$ cat config.mk
export PLATFORM = sky130hd
export DESIGN_NAME = subtrator_serial_4bits
export DESIGN_NICKNAME = d
export VERILOG_FILES = /design/src/rtl/subtrator_pkg.sv /design/src/rtl/subtrator_completo.sv /design/src/rtl/subtrator_serial_4bits.sv
export SDC_FILE = /design/constraint.sdc
export NUM_CORES = 1
export LEC_CHECK = 0
export CORE_MARGIN = 5
export CORE_UTILIZATION = 30
export CTS_CLUSTER_SIZE = 30
export DETAILED_ROUTE_END_ITERATION = 10
export PLACE_DENSITY = 0.51
export RECOVER_POWER = 100
export SLEW_MARGIN = 20
export SYNTH_ARGS = -nofsm -noshare
export SYNTH_HDL_FRONTEND = slang
export SYNTH_HIERARCHICAL = 1
export SYNTH_SLANG_ARGS = --single-unit
$ cat constraint.sdc
create_clock -name clk -period 2.03 [get_ports clk]
set_input_delay 0.406 -clock clk [delete_from_list [all_inputs] [get_ports clk]]
set_output_delay 0.406 -clock clk [all_outputs]
set_load 0.02 [all_outputs]
$ cat src/rtl/subtrator_pkg.sv
// Shared definitions for the serial subtractor.
// SUB_WIDTH : default operand/result width in bits
// state_t   : controller states
package subtrator_pkg;

   localparam int SUB_WIDTH = 4;

   typedef enum logic [1:0] {
      IDLE = 2'd0,
      CALC = 2'd1,
      FIM  = 2'd2
   } state_t;

endpackage

$ cat src/rtl/subtrator_completo.sv
// One-bit full subtractor, used as the single per-bit stage of the serial
// subtractor.
// a, b : operand bits
// bin  : borrow in
// d    : difference bit a - b - bin
// bout : borrow out
module subtrator_completo (
   input  logic a,
   input  logic b,
   input  logic bin,
   output logic d,
   output logic bout
);

   assign d    = a ^ b ^ bin;
   assign bout = (~a & b) | (~(a ^ b) & bin);

endmodule

$ cat src/rtl/subtrator_serial_4bits.sv
// Bit-serial ripple-borrow subtractor: diferenca = a - b - bin, one bit per
// clock, LSB first, using a single full-subtractor stage.
// clk        : clock, rising edge
// rst_n      : synchronous active-low reset
// start      : accepted only in IDLE; captures a, b, bin
// a, b, bin  : minuend, subtrahend, borrow in
// diferenca  : result, updated only when the last bit is resolved
// borrow_out : final borrow, updated together with diferenca
// busy       : high in CALC
// done       : one-cycle pulse in FIM
//
// state | meaning
// IDLE  | waiting for start, results held
// CALC  | resolving one bit per edge, WIDTH edges total
// FIM   | results valid, done pulse, back to IDLE next edge
module subtrator_serial_4bits
   import subtrator_pkg::*;
#(
   parameter int WIDTH = SUB_WIDTH
) (
   input  logic             clk,
   input  logic             rst_n,
   input  logic             start,
   input  logic [WIDTH-1:0] a,
   input  logic [WIDTH-1:0] b,
   input  logic             bin,
   output logic [WIDTH-1:0] diferenca,
   output logic             borrow_out,
   output logic             busy,
   output logic             done
);

   localparam int CW = (WIDTH > 1) ? $clog2(WIDTH) : 1;
   localparam logic [CW-1:0] LAST = CW'(WIDTH - 1);

   state_t           state_q, state_d;
   logic [CW-1:0]    cnt_q, cnt_d;
   logic [WIDTH-1:0] a_q, a_d;
   logic [WIDTH-1:0] b_q, b_d;
   logic             brw_q, brw_d;
   logic [WIDTH-1:0] res_q, res_d;
   logic [WIDTH-1:0] dif_q, dif_d;
   logic             bout_q, bout_d;

   logic             stg_d;
   logic             stg_bout;

   // the one stage is time-shared across all bit positions via cnt_q
   subtrator_completo u_stage (
      .a    (a_q[cnt_q]),
      .b    (b_q[cnt_q]),
      .bin  (brw_q),
      .d    (stg_d),
      .bout (stg_bout)
   );

   always_comb begin
      state_d = state_q;
      cnt_d   = cnt_q;
      a_d     = a_q;
      b_d     = b_q;
      brw_d   = brw_q;
      res_d   = res_q;
      dif_d   = dif_q;
      bout_d  = bout_q;
      case (state_q)
         IDLE: begin
            if (start) begin
               a_d     = a;
               b_d     = b;
               brw_d   = bin;
               res_d   = '0;
               cnt_d   = '0;
               state_d = CALC;
            end
         end
         CALC: begin
            res_d[cnt_q] = stg_d;
            brw_d        = stg_bout;
            cnt_d        = cnt_q + CW'(1);
            if (cnt_q == LAST) begin
               // publish the complete word at once; partial bits never show
               dif_d   = res_d;
               bout_d  = stg_bout;
               cnt_d   = '0;
               state_d = FIM;
            end
         end
         FIM:     state_d = IDLE;
         default: state_d = IDLE;
      endcase
   end

   always_ff @(posedge clk) begin
      if (!rst_n) begin
         state_q <= IDLE;
         cnt_q   <= '0;
         a_q     <= '0;
         b_q     <= '0;
         brw_q   <= 1'b0;
         res_q   <= '0;
         dif_q   <= '0;
         bout_q  <= 1'b0;
      end else begin
         state_q <= state_d;
         cnt_q   <= cnt_d;
         a_q     <= a_d;
         b_q     <= b_d;
         brw_q   <= brw_d;
         res_q   <= res_d;
         dif_q   <= dif_d;
         bout_q  <= bout_d;
      end
   end

   assign diferenca  = dif_q;
   assign borrow_out = bout_q;
   assign busy       = (state_q == CALC);
   assign done       = (state_q == FIM);

endmodule
After elaboration in Yosys (flattened, before gate mapping) --
Index checks and enable logic that the tools add are counted.
Storage, ports and cells: output and inout bits 7, bits in read-only memories 0, RAM bits 0, word-level logic and storage cells 47, memories kept 0, flip-flop bits (word level) 22, latch bits 0
Operators by class: bitwise logic cells 7, multipliers 0, muxes and demuxes 17, shifts and indexed selects 0, equal/unequal tests 5, order comparisons 2, add/subtract/negate cells 1, reductions and logical operators 7, div/mod/pow operators 0
Operator list (count):
- $mux W2 | 4
- $pmux W2 S2 | 2
- $pmux W4 S2 | 1
- $reduce_and A2 Y1 | 4
- $bmux W1 S2 | 2
- $bwmux W4 | 1
- $eq A2 B2 Y1 const B | 2
- $mux W1 | 4
- $mux W4 | 1
- $lt A2 B3 Y1 const B | 1
- $add A2 B1 Y2 const B | 1
- $and A1 B1 Y1 | 2
- $demux W1 S2 | 1
- $eq A2 B1 Y1 const B | 1
- $ge A2 B1 Y1 const B | 1
- $logic_not A2 Y1 | 1
- $ne A2 B1 Y1 const B | 1
- $ne A2 B2 Y1 const B | 1
- $not A1 Y1 | 2
- $pmux W1 S2 | 1
- $reduce_bool A2 Y1 | 1
- $xor A1 B1 Y1 | 2
- $logic_and A1 B1 Y1 | 1
- $or A1 B1 Y1 | 1

Depth between registers and ports, before layout --
Gate-level depths: netlist (run 1).
word-level depth 7, depth in mapped cells 7, depth with buffers taken out 7

Cells and area by module --
The synthesis (run 1) kept the hierarchy.
Modules (own cells, without submodules):
- subtrator_serial_4bits | cells an instance 97, instances 1, area each 992.2 um2, sequential area each 420.4 um2
- subtrator_completo | cells an instance 4, instances 1, area each 31.3 um2, sequential area each 0.0 um2

Worst setup path before layout (run 1) --
OpenSTA, ideal clock, no wires.
kind register to register, start register cnt_q[0], end register dif_q[0], in the netlist diferenca[0], arrival time 1.818 ns, stages on the path, launching flop included 6, clock period less this slack 1.934 ns, path buffers 0, required time 1.914 ns, slack 0.096 ns, cells stage by stage dfxtp_1 > mux4_2 > fa_1 > mux2i_1 > nand2_1 > o211a_1
On the way: word-level cells in the longest chain between the ends 5, elaborated cells on any way between the ends 14, those cells by class order compare (2); eq/ne (1); mux (7); bitwise (2); reduce/logical (2)
RTL lines:
- from (decl) | RTL line subtrator_serial_4bits.sv:37 | logic [CW-1:0] cnt_q, cnt_d;
- from (signal assigned) | RTL line subtrator_serial_4bits.sv:106 | cnt_q <= cnt_d;
- $bmux W1 S2, on equally long branches | RTL line subtrator_serial_4bits.sv:50, subtrator_serial_4bits.sv:51
- $mux W1, on equally long branches | RTL line subtrator_serial_4bits.sv:50, subtrator_serial_4bits.sv:51
- $xor A1 B1 Y1 (*) (2 in a row) | RTL line subtrator_completo.sv:15 | assign d = a ^ b ^ bin;
- net stg_d | RTL line subtrator_serial_4bits.sv:45 | logic stg_d;
- $bwmux W4 (*) | RTL line subtrator_serial_4bits.sv:78 | res_d[cnt_q] = stg_d;
- to (signal assigned) | RTL line subtrator_serial_4bits.sv:111 | dif_q <= dif_d;
- to (decl) | RTL line subtrator_serial_4bits.sv:42 | logic [WIDTH-1:0] dif_q, dif_d;
The timed path passes the listed nets; every way through them passes the cells marked *. The select of a mux whose other input is x is not followed. A chain may end at the register's enable or synchronous reset.

Final worst setup path (run 1) --
start register state_q[0], end output port done
On the way: word-level cells in the longest chain between the ends 1
RTL lines:
- from (decl) | RTL line subtrator_serial_4bits.sv:36 | state_t state_q, state_d;
- from (signal assigned) | RTL line subtrator_serial_4bits.sv:105 | state_q <= state_d;
- $eq A2 B2 Y1 | RTL line subtrator_serial_4bits.sv:119 | assign done = (state_q == FIM);
- to (decl) | RTL line subtrator_serial_4bits.sv:30 | output logic done
No other way between the ends.

==> results of run 1 <==
what timing repair did:
| action | in CTS | in global routing |
|---|---|---|
| pin swaps | 0 | 1 |
| resized for setup | 1 | 3 |
| setup buffers | 0 | 0 |
| setup endpoints to repair | 3 | 6 |
power by group:
group,internal (mW),total (mW),switching (mW)
clock,0.0765,0.203,0.126
sequential,0.430,0.442,0.0117
combinational,0.0807,0.151,0.0706
kinds of logic (layout without fill, tap and decap cells):
family | after synthesis | after routing | synth area share, %
compound gates | 17 | 17 | 13.20
simple gates | 32 | 32 | 17.48
flops | 21 | 21 | 41.08
buf+inv | 12 | 33 | 5.256
fa+ha+maj | 5 | 5 | 6.846
mux | 14 | 14 | 16.14
critical path, stage by stage (launching register included):
cell and delay, ns:
dfxtp_1 0.35, buf_4 0.16, nor2b_1 0.10, clkdlybuf4s50_1 0.61
cell type report:
type | instances | share of cell area (%)
inverters | 7 | 2.037
flip-flops and latches | 21 | 32.98
multi-input cells | 68 | 42.77
clock buffers | 4 | 2.037
well taps | 46 | 4.462
repair buffers | 22 | 15.71
metrics by stage:
step	instance area [µm²]	setup TNS, ns	total power [mW]	hold slack [ns]
detailed placement	1264	-0.002542	0.6041	0.4646
finish	1290	0	0.7960	0.4777
floorplan	1023	0	0.5512	0.4455
CTS	1291	0	0.8079	0.4818
global placement	1264	0	0.6026	0.4582
global route	1290	0	0.8440	0.4960
worst max path at each step:
stage | from | end | slack (ns) | cells after the start
2_1_floorplan | cnt_q[0]$_SDFFE_PN0P_ | diferenca[0]$_SDFFE_PN0P_ | 0.1 | 5
3_3_place_gp | cnt_q[0]$_SDFFE_PN0P_ | diferenca[2]$_SDFFE_PN0P_ | 0.06 | 5
3_5_place_dp | cnt_q[0]$_SDFFE_PN0P_ | diferenca[1]$_SDFFE_PN0P_ | -0.003 | 5
4_1_cts | cnt_q[0]$_SDFFE_PN0P_ | diferenca[1]$_SDFFE_PN0P_ | 0.03 | 5
5_1_grt | cnt_q[0]$_SDFFE_PN0P_ | diferenca[0]$_SDFFE_PN0P_ | 0.0007 | 6
6_report | state_q[0]$_SDFFE_PN0P_ | done | 0.10 | 3
placed cells by master (no fill, tap or decap), types with 2 or more instances in the layout:
cell type and n:
dfxtp_1 19, nand2_1 14, mux2i_1 12, clkdlybuf4s50_1 12
nor2b_1 10, inv_1 6, dlygate4sd3_1 6, o21a_1 4
ha_1 4, nor3b_1 3, o22ai_1 3, o211a_1 3
clkbuf_4 3, clkbuf_1 3, mux4_2 2, a21boi_0 2
buf_4 2
state kept, by name, indices dropped and copies added (netlist names):
signal	flops
a_q	4
b_q	4
diferenca	4
res_q	3
cnt_q	2
state_q	2
borrow_out	1
brw_q	1
per-layer routing:
layer / up-vias / GRT usage (%)
met2: 11 / 13.83
met4: 0 / 5.211
li1: 387 / -
met3: 2 / 1.149
met1: 338 / 12.97
met5: - / 0
==> PnR_summary.wiki, run 1 <==
{| class="wikitable"
! Metric !! Value
|-
| Run status || completed
|-
| Met3 routed wirelength || 57 µm
|-
| Number of design rule violations left after detail routing || 0
|-
| Internal reg-to-reg setup slack || 0.11 ns
|-
| Pleak || 0.5278 nW
|-
| Flop and latch count out of synthesis || 21
|-
| Fraction of registers with async set/reset || 0%
|-
| Clock period minus worst slack || 1.930 ns
|-
| Chip width || 68.41 µm
|-
| Most instantiated flip-flop cell in the synthesis netlist || dfxtp_1
|-
| Final antenna-violating net count || 0
|-
| Htree depth || 1
|-
| Number of cells produced by synthesis || 101
|-
| Estimated wirelength of the detail-placed design || 1454 µm
|-
| Maximum buffer depth of the clock tree || 2
|-
| Number of synthesized flops with an enable pin || 0
|-
| Buffer type at the clock tree root || clkbuf_4
|-
| Type of the worst min-delay path || register to register
|-
| Clock latency on the worst-skew pair || 0.30 ns
|-
| Global-route wire length before repair || 3325 µm
|-
| Critical register-to-register path startpoint || cnt_q[0]$_SDFFE_PN0P_
|-
| TritonRoute pass-1 iters || 4
|-
| Overall routing resource usage || 9.351%
|-
| Synthesized area per cell || 10.13 µm²
|-
| Yosys synthesis warning count || 6
|-
| Worst-case hold path end point || res_q[0]$_SDFFE_PN0P_
|-
| Overflow after GRT || 0
|-
| Routed met2 length || 880 µm
|-
| Cell with the most instances after synthesis || dfxtp_1
|-
| Setup slack of the critical path after layout || 0.1002 ns
|-
| Worst-path maximum fanout || 8
|-
| Post-synth net total || 118
|-
| Cell depth of the worst min-delay path || 2
|-
| Required time of the critical path || 1.62 ns
|-
| Max-cap viol count || 0
|-
| Routed met1 length || 987 µm
|-
| Proportion of layout cells with a drive suffix above 1 || 11.48%
|-
| Setup Crit Path Kind || register to output pin
|-
| Net count of the finished layout || 140
|-
| Total vias in the final route || 738
|-
| Worst path arrival time || 1.52 ns
|-
| Area taken by flip-flops and latches || 425.4 µm²
|-
| Number of hold violations in the final report || 0
|-
| Final period utilization || 95.06%
|-
| Post-Route Skew || 0.004898 ns
|-
| FILL cells || 339
|-
| Post-CTS clock slew at the launch and capture registers of the worst setup and hold paths || 0.12 ns
|-
| Endpoint of the lowest-slack register-to-register path || diferenca[1]$_SDFFE_PN0P_
|-
| Area of the mapped netlist || 0.001023 mm²
|-
| Top cells by instance count after synthesis || 21 x dfxtp_1, 14 x nand2_1, 12 x mux2i_1
|-
| Worst slew slack as a fraction of its limit || 55.33%
|-
| Worst Min Path Start || res_q[0]$_SDFFE_PN0P_
|-
| Worst-case setup slack after placement || -0.002542 ns
|-
| Startpoint kind of the worst setup timing path || register
|-
| Vert. Die Dim || 68.41 µm
|-
| Instance count after placement with tap cells included || 164
|-
| Sequential fraction of the synthesis area || 41.08%
|-
| Post-route non-filler standard cell count || 168
|-
| Fmax || 0.5182 GHz
|-
| Setup repair after global routing missed its margin || no
|-
| Top layer in use || met4
|-
| Floorplan die area || 0.004680 mm²
|-
| Max-slew violation count || 0
|-
| Row cnt || 21
|-
| PwrDens || 617.1 mW/mm²
|-
| Count of input and output buffers || 18
|-
| Top cell type by total area after synthesis || dfxtp_1
|-
| Floorplan core area || 0.003311 mm²
|-
| Detailed Route WL || 1959 µm
|-
| Largest net degree at the start of global routing || 25
|-
| IO Count || 19
|-
| Multi-input combinational cell area || 551.8 µm²
|-
| Total of hold buffers inserted after clock tree synthesis || 0
|-
| Total of endpoints with negative setup slack in the final report || 0
|-
| Vias in the first global route || 716
|-
| Number of clock buffers inserted by TritonCTS || 3
|-
| Layout Utilization || 38.96%
|-
| Initial core utilization || 30.91%
|-
| R2R depth || 5
|-
| Detailed-route vias per instance || 4.393
|-
| Clock net sink count || 21
|-
| Initial antenna violation count || 0
|-
| Placer's final routability congestion estimate || 0.6826
|-
| Synth unique cells || 27
|-
| Wire per inst || 11.66 µm
|-
| Inserted Diodes || 0
|-
| Actual transition at the worst max-transition pin || 0.6700 ns
|-
| Kind of end point of the critical path || output pin
|-
| Clock tree from TritonCTS || built
|-
| 1st-iter DRT viols || 32
|-
| Area growth from synthesis to layout || 26.04%
|-
| Worst voltage drop across the vdd grid || 0.2360 mV
|-
| Synth top area share || 41.08%
|-
| Top post-synthesis cells by area || dfxtp_1 41%, mux2i_1 12%, nor2b_1 6.1%, nand2_1 5.1%, ha_1 4.9%
|}
No activity file was read; power rests on OpenSTA's default activity.
==> run 2: changes to the inputs <==
--- a/config.mk
+++ b/config.mk
@@ -9,6 +9,7 @@
 export CORE_UTILIZATION = 30
 export CTS_CLUSTER_SIZE = 30
 export DETAILED_ROUTE_END_ITERATION = 10
+export HOLD_SLACK_MARGIN = 0.12
 export PLACE_DENSITY = 0.51
 export RECOVER_POWER = 100
 export SLEW_MARGIN = 20
==> constraint.sdc (replaced) <==
create_clock -name clk -period 2.03 [get_ports clk]
set_input_delay 0.609 -clock clk [delete_from_list [all_inputs] [get_ports clk]]
set_output_delay 0.609 -clock clk [all_outputs]
set_load 0.02 [all_outputs]
==> PnR_summary.wiki, run 2 (synthesis gave the netlist of run 1 again) <==
{| class="wikitable"
! Metric !! Value
|-
| Fmax || 0.5155 GHz (-0.52%)
|-
| Final antenna-violating net count || 0 (unchanged)
|-
| Switching part of the total || 25.26% (-0.94 points)
|-
| Power share of the combinational group || 18.8% (-0.2 points)
|-
| Clock period minus worst slack || 1.940 ns (+0.01014 ns)
|-
| Switch Pwr || 0.1987 mW (-4.7%)
|-
| Share of total power in the clock network || 24.8% (-0.7 points)
|-
| Max-cap viol count || 0 (unchanged)
|-
| Pleak || 0.5420 nW (+2.7%)
|-
| Largest net degree at the start of global routing || 25 (unchanged)
|-
| Wire per inst || 11.39 µm (-2.3%)
|-
| Internal power || 0.5879 mW (about the same)
|-
| Maximum buffer depth of the clock tree || 2 (unchanged)
|-
| Setup repair after global routing missed its margin || no
|-
| Slowest CP cell || dlygate4sd3_1
|-
| Post-route non-filler standard cell count || 168 (unchanged)
|-
| R2R depth || 6 (+1)
|-
| Type of the worst min-delay path || register to register
|-
| Post-Route Skew || 0.01173 ns (+0.006834 ns)
|-
| Commonest non-fill, non-tap cell in the layout || dfxtp_1
|-
| Net count of the finished layout || 140 (unchanged)
|-
| Setup TNS || 0 ns (unchanged)
|-
| Kind of end point of the critical path || output pin
|-
| Total of endpoints with negative setup slack in the final report || 0 (unchanged)
|-
| Buffer type at the clock tree root || clkbuf_4
|-
| Inserted Diodes || 0 (unchanged)
|-
| Worst-path maximum fanout || 2 (-6)
|-
| Worst stage delay on the critical path || 0.68 ns (+0.07 ns)
|-
| PwrDens || 610.3 mW/mm² (-1.1%)
|-
| Setup bufs post-CTS || 0 (unchanged)
|-
| Required time of the critical path || 1.42 ns (-0.20 ns)
|-
| Vert. Die Dim || 68.41 µm (unchanged)
|-
| Overall routing resource usage || 9.410% (+0.060 points)
|-
| Detailed Route WL || 1914 µm (-2.3%)
|-
| Clock net sink count || 21 (unchanged)
|-
| Flop pwr share || 56.4% (+0.9 points)
|-
| Cell depth of the worst min-delay path || 2 (unchanged)
|-
| Routed met1 length || 925 µm (-6.3%)
|-
| Clock latency on the worst-skew pair || 0.30 ns (about the same)
|-
| IO Count || 19 (unchanged)
|-
| 1st-iter DRT viols || 16 (-50%)
|-
| Number of hold violations in the final report || 0 (unchanged)
|-
| TritonRoute pass-1 iters || 2 (-2)
|-
| Final period utilization || 95.56% (+0.50 points)
|-
| Commonest cells after routing, fill and taps aside || 20 x dfxtp_1, 14 x nand2_1, 12 x mux2i_1
|-
| Met3 routed wirelength || 40 µm (-30%)
|-
| Number of clock buffers inserted by TritonCTS || 3 (unchanged)
|-
| Area growth from synthesis to layout || 25.92% (about the same)
|-
| Number of design rule violations left after detail routing || 0 (unchanged)
|-
| Instance count after placement with tap cells included || 164 (unchanged)
|-
| Estimated wirelength of the detail-placed design || 1500 µm (+3.2%)
|-
| Global-route wire length before repair || 3312 µm (-0.39%)
|-
| Total vias in the final route || 753 (+2.0%)
|-
| Chip width || 68.41 µm (unchanged)
|-
| Row cnt || 21 (unchanged)
|-
| Worst path arrival time || 1.33 ns (-0.19 ns)
|-
| Startpoint kind of the worst setup timing path || register
|-
| CP cell instances || dlygate4sd3_1
|-
| Actual transition at the worst max-transition pin || 0.3619 ns (-0.3081 ns)
|-
| Initial antenna violation count || 0 (unchanged)
|-
| Setup Crit Path Kind || register to output pin
|-
| Total of hold buffers inserted after clock tree synthesis || 0 (unchanged)
|-
| Clock tree from TritonCTS || built
|-
| Floorplan die area || 0.004680 mm² (unchanged)
|-
| Run status || completed
|-
| Detailed-route vias per instance || 4.482 (+2.0%)
|-
| Proportion of layout cells with a drive suffix above 1 || 12.30% (+0.82 points)
|-
| Worst path depth || 1 (-2)
|-
| Combined buffer and inverter count along the critical path || 1 (-1)
|-
| Routed met2 length || 909 µm (+3.3%)
|-
| Top layer in use || met4
|-
| Critical path's top delay family || buffers and inverters
|-
| Overflow after GRT || 0 (unchanged)
|-
| Htree depth || 1 (unchanged)
|-
| Worst voltage drop across the vdd grid || 0.2565 mV (+8.7%)
|-
| Post-CTS clock slew at the launch and capture registers of the worst setup and hold paths || 0.12 ns (about the same)
|-
| Placer's final routability congestion estimate || 0.6847 (+0.31%)
|-
| Floorplan core area || 0.003311 mm² (unchanged)
|-
| Initial core utilization || 30.91% (unchanged)
|-
| Count of input and output buffers || 18 (unchanged)
|-
| Max-slew violation count || 0 (unchanged)
|-
| Worst slew slack as a fraction of its limit || 75.87% (+21 points)
|-
| Vias in the first global route || 787 (+9.9%)
|}
## run 2: changes by cell type in the layout (fill, tap and decap cells not counted), sizes merged
| cell | change |
|---|---|
| clkdlybuf4s50 | -2 |
| dlygate4sd2 | +2 |
| buf | +1 |
| clkbuf | -1 |
## run 2: layer usage
metal  vias to the layer above  global-route usage, %
li1                        383                      -
met1                       356                  11.98
met2                        10                  15.02
met3                         4                 0.9852
met4                         0                  5.955
met5                         -                      0
## run 2: power groups by stage
stage | clock network [mW] | registers (mW) | logic, mW
floorplan | 0 | 0.448 | 0.103
global placement | 0 | 0.453 | 0.149
detailed placement | 0 | 0.453 | 0.152
CTS | 0.207 | 0.444 | 0.151
global route | 0.216 | 0.446 | 0.167
finish | 0.195 | 0.443 | 0.148
## run 2: path summary, 6_finish.rpt
kind	start	slack, ns	to
worst max-delay path	diferenca[0]$_SDFFE_PN0P_	0.09	diferenca[0]
worst min-delay path	res_q[0]$_SDFFE_PN0P_	0.49	res_q[0]$_SDFFE_PN0P_
worst max register to register	cnt_q[0]$_SDFFE_PN0P_	0.14	diferenca[0]$_SDFFE_PN0P_
worst min register to register	res_q[0]$_SDFFE_PN0P_	0.49	res_q[0]$_SDFFE_PN0P_
## run 2: layout make-up
class / instances / area, µm²
fillers: 356 / 2022
multi-input cells: 68 / 551.8
flip-flops and latches: 21 / 421.7
repair buffers: 22 / 205.2
well taps: 46 / 57.56
clock buffers: 4 / 26.28
inverters: 7 / 26.28
## run 2: repair_timing
action | 4_1_cts | 5_1_grt
setup endpoints to repair | 2 | 7
endpoints found under the hold margin | 0 | 0
gates resized for setup | 2 | 2
## run 2: stage by stage
| step | util (%) | worst slack (ns) | area (µm²) | hold WS, ns | total power, mW |
|---|---|---|---|---|---|
| after global placement | 38.17 | 0.06491 | 1264 | 0.4581 | 0.6023 |
| after global routing | 38.93 | 0.01042 | 1289 | 0.5197 | 0.8290 |
| after CTS | 38.89 | 0.02079 | 1287 | 0.4872 | 0.8018 |
| final | 38.93 | 0.09009 | 1289 | 0.4865 | 0.7865 |
| after floorplan | - | 0.09588 | 1023 | 0.4455 | 0.5512 |
| after detailed placement | 38.17 | 0.03028 | 1264 | 0.4733 | 0.6045 |
==> run 3: changes to the inputs <==
--- a/config.mk
+++ b/config.mk
@@ -5,7 +5,7 @@
 export SDC_FILE = /design/constraint.sdc
 export NUM_CORES = 1
 export LEC_CHECK = 0
-export CORE_MARGIN = 5
+export CORE_MARGIN = 1
 export CORE_UTILIZATION = 30
 export CTS_CLUSTER_SIZE = 30
 export DETAILED_ROUTE_END_ITERATION = 10
==> PnR_summary.wiki, run 3 (synthesis gave the netlist of run 1 again) <==
{| class="wikitable"
! Metric !! Value
|-
| Run status || completed
|-
| Max-cap viol count || 0 (unchanged)
|-
| Post-CTS clock slew at the launch and capture registers of the worst setup and hold paths || 0.12 ns (about the same)
|-
| Setup TNS || 0 ns (unchanged)
|-
| Number of design rule violations left after detail routing || 0 (unchanged)
|-
| Number of clock buffers inserted by TritonCTS || 3 (unchanged)
|-
| Wire per inst || 11.21 µm (-1.6%)
|-
| Vert. Die Dim || 60.41 µm (-12%)
|-
| Setup repair after global routing missed its margin || no
|-
| Required time of the critical path || 1.42 ns (about the same)
|-
| Fmax || 0.5137 GHz (-0.35%)
|-
| TritonRoute pass-1 iters || 4 (+2)
|-
| Kind of end point of the critical path || output pin
|-
| Commonest non-fill, non-tap cell in the layout || dfxtp_1
|-
| Max-slew violation count || 0 (unchanged)
|-
| Setup slack of the critical path after layout || 0.08321 ns (-0.006880 ns)
|-
| Worst voltage drop across the vdd grid || 0.3275 mV (+28%)
|-
| Worst path arrival time || 1.34 ns (about the same)
|-
| Initial core utilization || 32.46% (+1.5 points)
|-
| Count of input and output buffers || 18 (unchanged)
|-
| Floorplan die area || 0.003649 mm² (-22%)
|-
| Final period utilization || 95.90% (+0.34 points)
|-
| Actual transition at the worst max-transition pin || 0.3491 ns (-0.01279 ns)
|-
| Clock period minus worst slack || 1.947 ns (+0.006880 ns)
|-
| Detailed Route WL || 1861 µm (-2.8%)
|-
| Total vias in the final route || 737 (-2.1%)
|-
| Clock tree from TritonCTS || built
|-
| Proportion of layout cells with a drive suffix above 1 || 12.30% (unchanged)
|-
| Switch Pwr || 0.2084 mW (+4.9%)
|-
| Net count of the finished layout || 140 (unchanged)
|-
| Htree depth || 1 (unchanged)
|-
| Buffer type at the clock tree root || clkbuf_4
|-
| Critical path's top delay family || buffers and inverters
|-
| Type of the worst min-delay path || register to register
|-
| Setup Crit Path Kind || register to output pin
|-
| Worst-path maximum fanout || 2 (unchanged)
|-
| Worst stage delay on the critical path || 0.68 ns (about the same)
|-
| Placer's final routability congestion estimate || 0.7300 (+6.6%)
|-
| Worst slew slack as a fraction of its limit || 76.73% (+0.85 points)
|-
| Flop pwr share || 55.8% (-0.6 points)
|-
| Row cnt || 20 (-4.8%)
|-
| Maximum buffer depth of the clock tree || 2 (unchanged)
|-
| Detailed-route vias per instance || 4.440 (-0.95%)
|-
| Overall routing resource usage || 11.20% (+1.8 points)
|-
| 1st-iter DRT viols || 15 (-1)
|-
| Vias in the first global route || 686 (-13%)
|-
| Chip width || 60.41 µm (-12%)
|-
| Layout Utilization || 40.79% (+1.9 points)
|-
| Post-Route Hold Slack || 0.4748 ns (-0.01167 ns)
|-
| CP cell instances || dlygate4sd3_1
|-
| Total of endpoints with negative setup slack in the final report || 0 (unchanged)
|-
| Pleak || 0.5393 nW (-0.49%)
|-
| PnR Total Power || 0.7971 mW (+1.3%)
|-
| Largest net degree at the start of global routing || 25 (unchanged)
|-
| Internal power || 0.5887 mW (+0.14%)
|-
| Floorplan core area || 0.003153 mm² (-4.8%)
|-
| PwrDens || 619.7 mW/mm² (+1.5%)
|-
| Initial antenna violation count || 0 (unchanged)
|-
| IO Count || 19 (unchanged)
|-
| Slowest CP cell || dlygate4sd3_1
|-
| Commonest cells after routing, fill and taps aside || 19 x dfxtp_1, 14 x nand2_1, 12 x mux2i_1
|-
| Clock net sink count || 21 (unchanged)
|-
| Number of hold violations in the final report || 0 (unchanged)
|-
| Power share of the combinational group || 18.7% (about the same)
|-
| Estimated wirelength of the detail-placed design || 1361 µm (-9.3%)
|-
| Startpoint kind of the worst setup timing path || register
|-
| Clock latency on the worst-skew pair || 0.30 ns (about the same)
|-
| Global-route wire length before repair || 3015 µm (-9.0%)
|-
| Share of total power in the clock network || 25.5% (+0.7 points)
|-
| Combined buffer and inverter count along the critical path || 1 (unchanged)
|-
| Overflow after GRT || 0 (unchanged)
|-
| Worst-case setup slack after placement || 0.005747 ns (-0.02453 ns)
|-
| Switching part of the total || 26.15% (+0.89 points)
|-
| Area growth from synthesis to layout || 25.67%
|-
| Inserted Diodes || 0 (unchanged)
|-
| Final antenna-violating net count || 0 (unchanged)
|-
| Post-Route Skew || 0.006663 ns (-0.005069 ns)
|}
## run 3: cell counts in the layout (fill, tap and decap cells not counted)
Identical to the previous run, type by type.
## run 3: worst register-to-register path, stage by stage, from the launching register on
cell and delay, ns:
dfxtp_2 0.38, mux4_2 0.54, fa_2 0.65, nand2_1 0.11, o22ai_1 0.18
## run 3: area by class of cell
class                      count  area [µm²]
clock buffer                   4       26.28
tap                           44       55.05
timing repair buffer          22       203.9
sequential                    21       422.9
fill                         339        1867
inverter                       7       26.28
multi-input combinational     68       551.8
## run 3: worst paths after layout
kind                                 from               endpoint  slack [ns]  cells past startpoint
setup / recovery  borrow_out$_SDFFE_PN0P_             borrow_out        0.08                      1
hold / removal      res_q[0]$_SDFFE_PN0P_  res_q[0]$_SDFFE_PN0P_        0.47                      2
setup reg to reg    cnt_q[0]$_SDFFE_PN0P_  res_q[2]$_SDFFE_PN0P_        0.10                      4
hold reg to reg     res_q[0]$_SDFFE_PN0P_  res_q[0]$_SDFFE_PN0P_        0.47                      2
## run 3: timing repair
item,CTS,global route
endpoints found under the hold margin,0,0
buffers inserted,0,0
endpoints found under the setup margin,5,4
hold buffers,0,0
cloned,0,0
gates resized for setup,5,1
## run 3: per-layer routing
layer	GRT usage [%]	vias up	wire length, µm
met5	0	-	0
met4	2.922	0	21
met3	4.478	2	83
met2	15.38	14	780
met1	16.25	337	976
li1	-	384	-
## run 3: metrics by stage
stage	cell area, µm²	std cells
final	1286	166
after global routing	1286	166
after floorplan	1023	101
after CTS	1290	166
after global placement	1261	162
after detailed placement	1261	162
## run 3: power by group through the flow
stage	combinational (mW)	clock (mW)	sequential (mW)
2_1_floorplan	0.103	0	0.448
3_3_place_gp	0.149	0	0.454
3_5_place_dp	0.150	0	0.454
4_1_cts	0.152	0.211	0.445
5_1_grt	0.163	0.228	0.448
6_report	0.149	0.204	0.445
==> RTL change 1: new RTL, settings of run 2 <==
Reset style: asynchronous (`rst_n`), changed in one clocked block. Comments in the files are not updated.
--- a/src/rtl/subtrator_serial_4bits.sv
+++ b/src/rtl/subtrator_serial_4bits.sv
@@ -92,5 +92,5 @@
    end
 
-   always_ff @(posedge clk) begin
+   always_ff @(posedge clk or negedge rst_n) begin
       if (!rst_n) begin
          state_q <= IDLE;
Formal check against the unedited RTL: differs if rst_n is asserted again (counterexample within 4 cycles, from zero or initial values and one cycle with rst_n low); with rst_n held inactive, the same outputs for 10 cycles.
==> RTL change 1 against run 2 <==
The run now ends with setup timing left; via count shrank 12%; synthesized area grew 7.3%; final area grew 8.3%; count of clock-buffer cells in the layout is the same; sequential share of layout area grew 5.0 points; sequential cell count is the same; setup slack lost 0.16 ns; wire length shrank 0.78%; fmax shrank 7.6%; critical endpoint is now diferenca[0]$_DFFE_PN0P_; highest routed layer is now met3.
Power is not compared: it rests on default switching activity, and its combinational part moved more than twofold at a synthesized area within 25%.
==> RTL change 1: results (changes against run 2) <==
----------------------------------------------------
[Global route]
  Met1 GRT Util ... 0.0979 (was 0.120)
  Routing usage on met2 ... 0.137 (was 0.150)
  Pin count of the biggest net entering global routing ... 22 (was 25)
  Vias in the first global route ... 682 (was 787)
  First-pass GRT wire length ... 3200 um (was 3310 um)

[Placement]
  HPWL reported at the end of detailed placement ... 1520 um (was 1500 um)
  Dpl cells ... 148 (was 164)

[STA]
  Max-slew headroom ... 0.230 (was 0.759)
  Final Worst Setup Slack ... -0.0700 ns (was 0.0901 ns)
  # setup viols final ... 5 (was 0)
  Final total negative setup slack ... -0.210 ns (was 0 ns)

[Critical path]
  Path type of the worst setup path ... reg2reg (was reg2out)
  Destination of the worst register-to-register timing path ... diferenca[0]$_DFFE_PN0P_ (was diferenca[0]$_SDFFE_PN0P_)

[Clock tree]
  Root Buffer Master ... clkbuf_8 (was clkbuf_4)
  Clock-pin slew on the worst setup and hold paths ... 0.07 ns (was 0.12 ns)

[Synthesis]
  Async set-or-reset flop fraction in the synthesized netlist ... 1.00 (was 0)
  Synthesized instance count ... 77 (was 101)
  Number of distinct standard cells referenced by the synthesized netlist ... 20 (was 27)
  Cell types occupying the most area after synthesis ... dfrtp_1, mux2_2, mux2_4 (was dfxtp_1, mux2i_1, nor2b_1)

[Final layout]
  Number of fill cells in the layout ... 363 (was 356)
  Total number of nets in the final design ... 122 (was 140)

[Worst hold path]
  Hold wc startpoint ... a_q[2]$_DFFE_PN0P_ (was res_q[0]$_SDFFE_PN0P_)
  Capture endpoint of the worst hold path ... a_q[2]$_DFFE_PN0P_ (was res_q[0]$_SDFFE_PN0P_)

[Drt]
  Routed met2 length ... 903 um (was 909 um)
  Length of routed met3 wiring ... 111 um (was 40 um)
  Post-Route M1 WL ... 884 um (was 925 um)
  Top Metal Used ... met3 (was met4)

[Outcome]
  Outcome ... finished with violations (was finished, final reports clean)
  Violations in the final reports ... setup timing

----------------------------------------------------
-- RTL change 1: cells by family (layout without fill, tap and decap cells) --
logic type	count (synthesis)	in the layout	share of synthesized area
flops	21	21	0.478
fa+ha+maj	5	5	0.0638
simple gates	13	13	0.0980
buf+inv	12	39	0.0649
compound gates	8	8	0.0729
mux	18	18	0.222
-- RTL change 1: worst max-delay path, stage by stage (launching register included) --
cell and delay (ns):
dfrtp_2 0.40, mux4_2 0.51, inv_2 0.07, fa_2 0.47, mux2_2 0.29, mux2_4 0.25
-- RTL change 1: power breakdown --
part / leakage (nW) / internal [mW] / switching, mW / total, mW
sequential: 0.255 / 0.619 / 0.120 / 0.739
clock: 0.0228 / 0.139 / 0.124 / 0.264
combinational: 0.350 / 0.717 / 0.539 / 1.26
-- RTL change 1: final cells by class --
class                   count  area (um^2)  share of cell area
clock buffers               4         45.0              0.0323
inverters                   8         30.0              0.0215
multi-input cells          44          499               0.358
flip-flops and latches     21          527               0.378
well taps                  48         60.1              0.0430
repair buffers             27          234               0.168
==> RTL change 2: new RTL, settings of run 2 <==
Without the edit above. Set the package constant `SUB_WIDTH` to 16 (it was 4).
--- a/src/rtl/subtrator_pkg.sv
+++ b/src/rtl/subtrator_pkg.sv
@@ -4,5 +4,5 @@
 package subtrator_pkg;
 
-   localparam int SUB_WIDTH = 4;
+   localparam int SUB_WIDTH = 16;
 
    typedef enum logic [1:0] {
Ports: changed (resized a, b and diferenca); port bits go from 19 to 55. The function was not compared with the original's and may differ.
==> RTL change 2 against run 2 <==
The run now ends with setup timing left; cell count rose to 3.4 times the old value; setup slack got worse by 0.53 ns; sequential power increased to 3.3 times the old value; wire length grew to 4.1 times the old value; die area rose to 2.9 times the old value; final area rose to 3.5 times the old value; largest cell class unchanged; critical path depth increased by 9; synthesized area rose to 3.3 times the old value; sequential share of layout area is 1.2 points lower; combinational power rose to 2.8 times the old value; sequential cell count increased by 50; total power increased to 4.6 times the old value.
==> RTL change 2: results (changes against run 2) <==
----------------------------------------------------
[Global route]
  Vias in the first global route ... 2745 (was 787)

[STA]
  Final Worst Setup Slack ... -0.444 ns (was 0.0901 ns)
  # setup viols final ... 31 (was 0)
  Period utilisation layout ... 1.22 (was 0.956)

[Worst hold path]
  Hold wc startpoint ... b_q[12]$_SDFFE_PN0P_ (was res_q[0]$_SDFFE_PN0P_)
  Capture endpoint of the worst hold path ... b_q[12]$_SDFFE_PN0P_ (was res_q[0]$_SDFFE_PN0P_)

[Critical path]
  CP max-delay cell ... mux4_2 (was dlygate4sd3_1)
  Max Fanout on Critical Path ... 16 (was 2)
  Path type of the worst setup path ... reg2reg (was reg2out)
  Worst setup path start ... cnt_q[0]$_SDFFE_PN0P_ (was diferenca[0]$_SDFFE_PN0P_)
  Cell class contributing the biggest share of worst-path delay ... multiplexers (was buffers and inverters)
  Worst R2R Path Depth ... 10 (was 6)

[Power and ir drop]
  Power drawn by the sequential cells ... 1.47 mW (was 0.443 mW)
  Reported net switching power ... 0.799 mW (was 0.199 mW)
  Static power due to leakage ... 1.87 nW (was 0.542 nW)
  Largest vdd supply drop ... 342 uV (was 257 uV)

[Outcome]
  Violations in the final reports ... setup timing
  Outcome ... finished with violations (was finished, final reports clean)

[Placement]
  Final Wtd Congestion ... 0.733 (was 0.685)
  Dpl cells ... 548 (was 164)
  HPWL reported at the end of detailed placement ... 5320 um (was 1500 um)
  Pre-CTS WS ... -0.545 ns (was 0.0303 ns)

[Synthesis]
  Share of the synthesized area in compound gates (AO/OA/AOI/OAI) ... 0.174 (was 0.132)
  Post-Synth Adder-Cell Area ... 0.0282 (was 0.0685)
  Number of distinct standard cells referenced by the synthesized netlist ... 36 (was 27)
  Synthesized instance count ... 368 (was 101)
  Synthesized Nets ... 411 (was 118)
  Cell types occupying the most area after synthesis ... dfxtp_1, nand2_1, a21boi_0 (was dfxtp_1, mux2i_1, nor2b_1)
  Fraction of synthesized area in multiplexers ... 0.106 (was 0.161)

[Clock tree]
  Root Buffer Master ... clkbuf_16 (was clkbuf_4)
  H-tree Lvls ... 3 (was 1)
  Clock-pin slew on the worst setup and hold paths ... 0.06 ns (was 0.12 ns)

[Drt]
  Via density per instance ... 4.71 (was 4.48)
  Post-detailed-routing wire length ... 7790 um (was 1910 um)
  Number of iterations in the first detailed-routing pass ... 4 (was 2)
  Starting DRT DRC Count ... 152 (was 16)

[Final layout]
  Total number of nets in the final design ... 464 (was 140)

----------------------------------------------------
-- RTL change 2: cell count changes after synthesis, sizes merged, moves of 10 or more --
| cell | run 2 | this run |
|---|---|---|
| and2 | 1 | 18 |
| clkbuf | 2 | 12 |
| buf | 3 | 19 |
| nand3 | 0 | 10 |
| nand2 | 14 | 101 |
| dfxtp | 21 | 71 |
| a21boi | 3 | 37 |
| o211a | 3 | 15 |
| o22ai | 3 | 15 |
-- RTL change 2: area by class of cell --
type	count	area, um^2	share of cell area
timing repair buffer	73	746	0.165
multi-input combinational	260	1830	0.405
tap	140	175	0.0387
sequential	71	1430	0.315
clock inverter	3	65.1	0.0144
clock buffer	13	260	0.0575
inverter	6	22.5	0.00498
-- RTL change 2: what timing repair did --
action / 4_1_cts / 5_1_grt
gates resized for setup: 14 / 13
pin swaps: 0 / 1
setup buffers: 2 / 0
setup endpoints to repair: 35 / 32
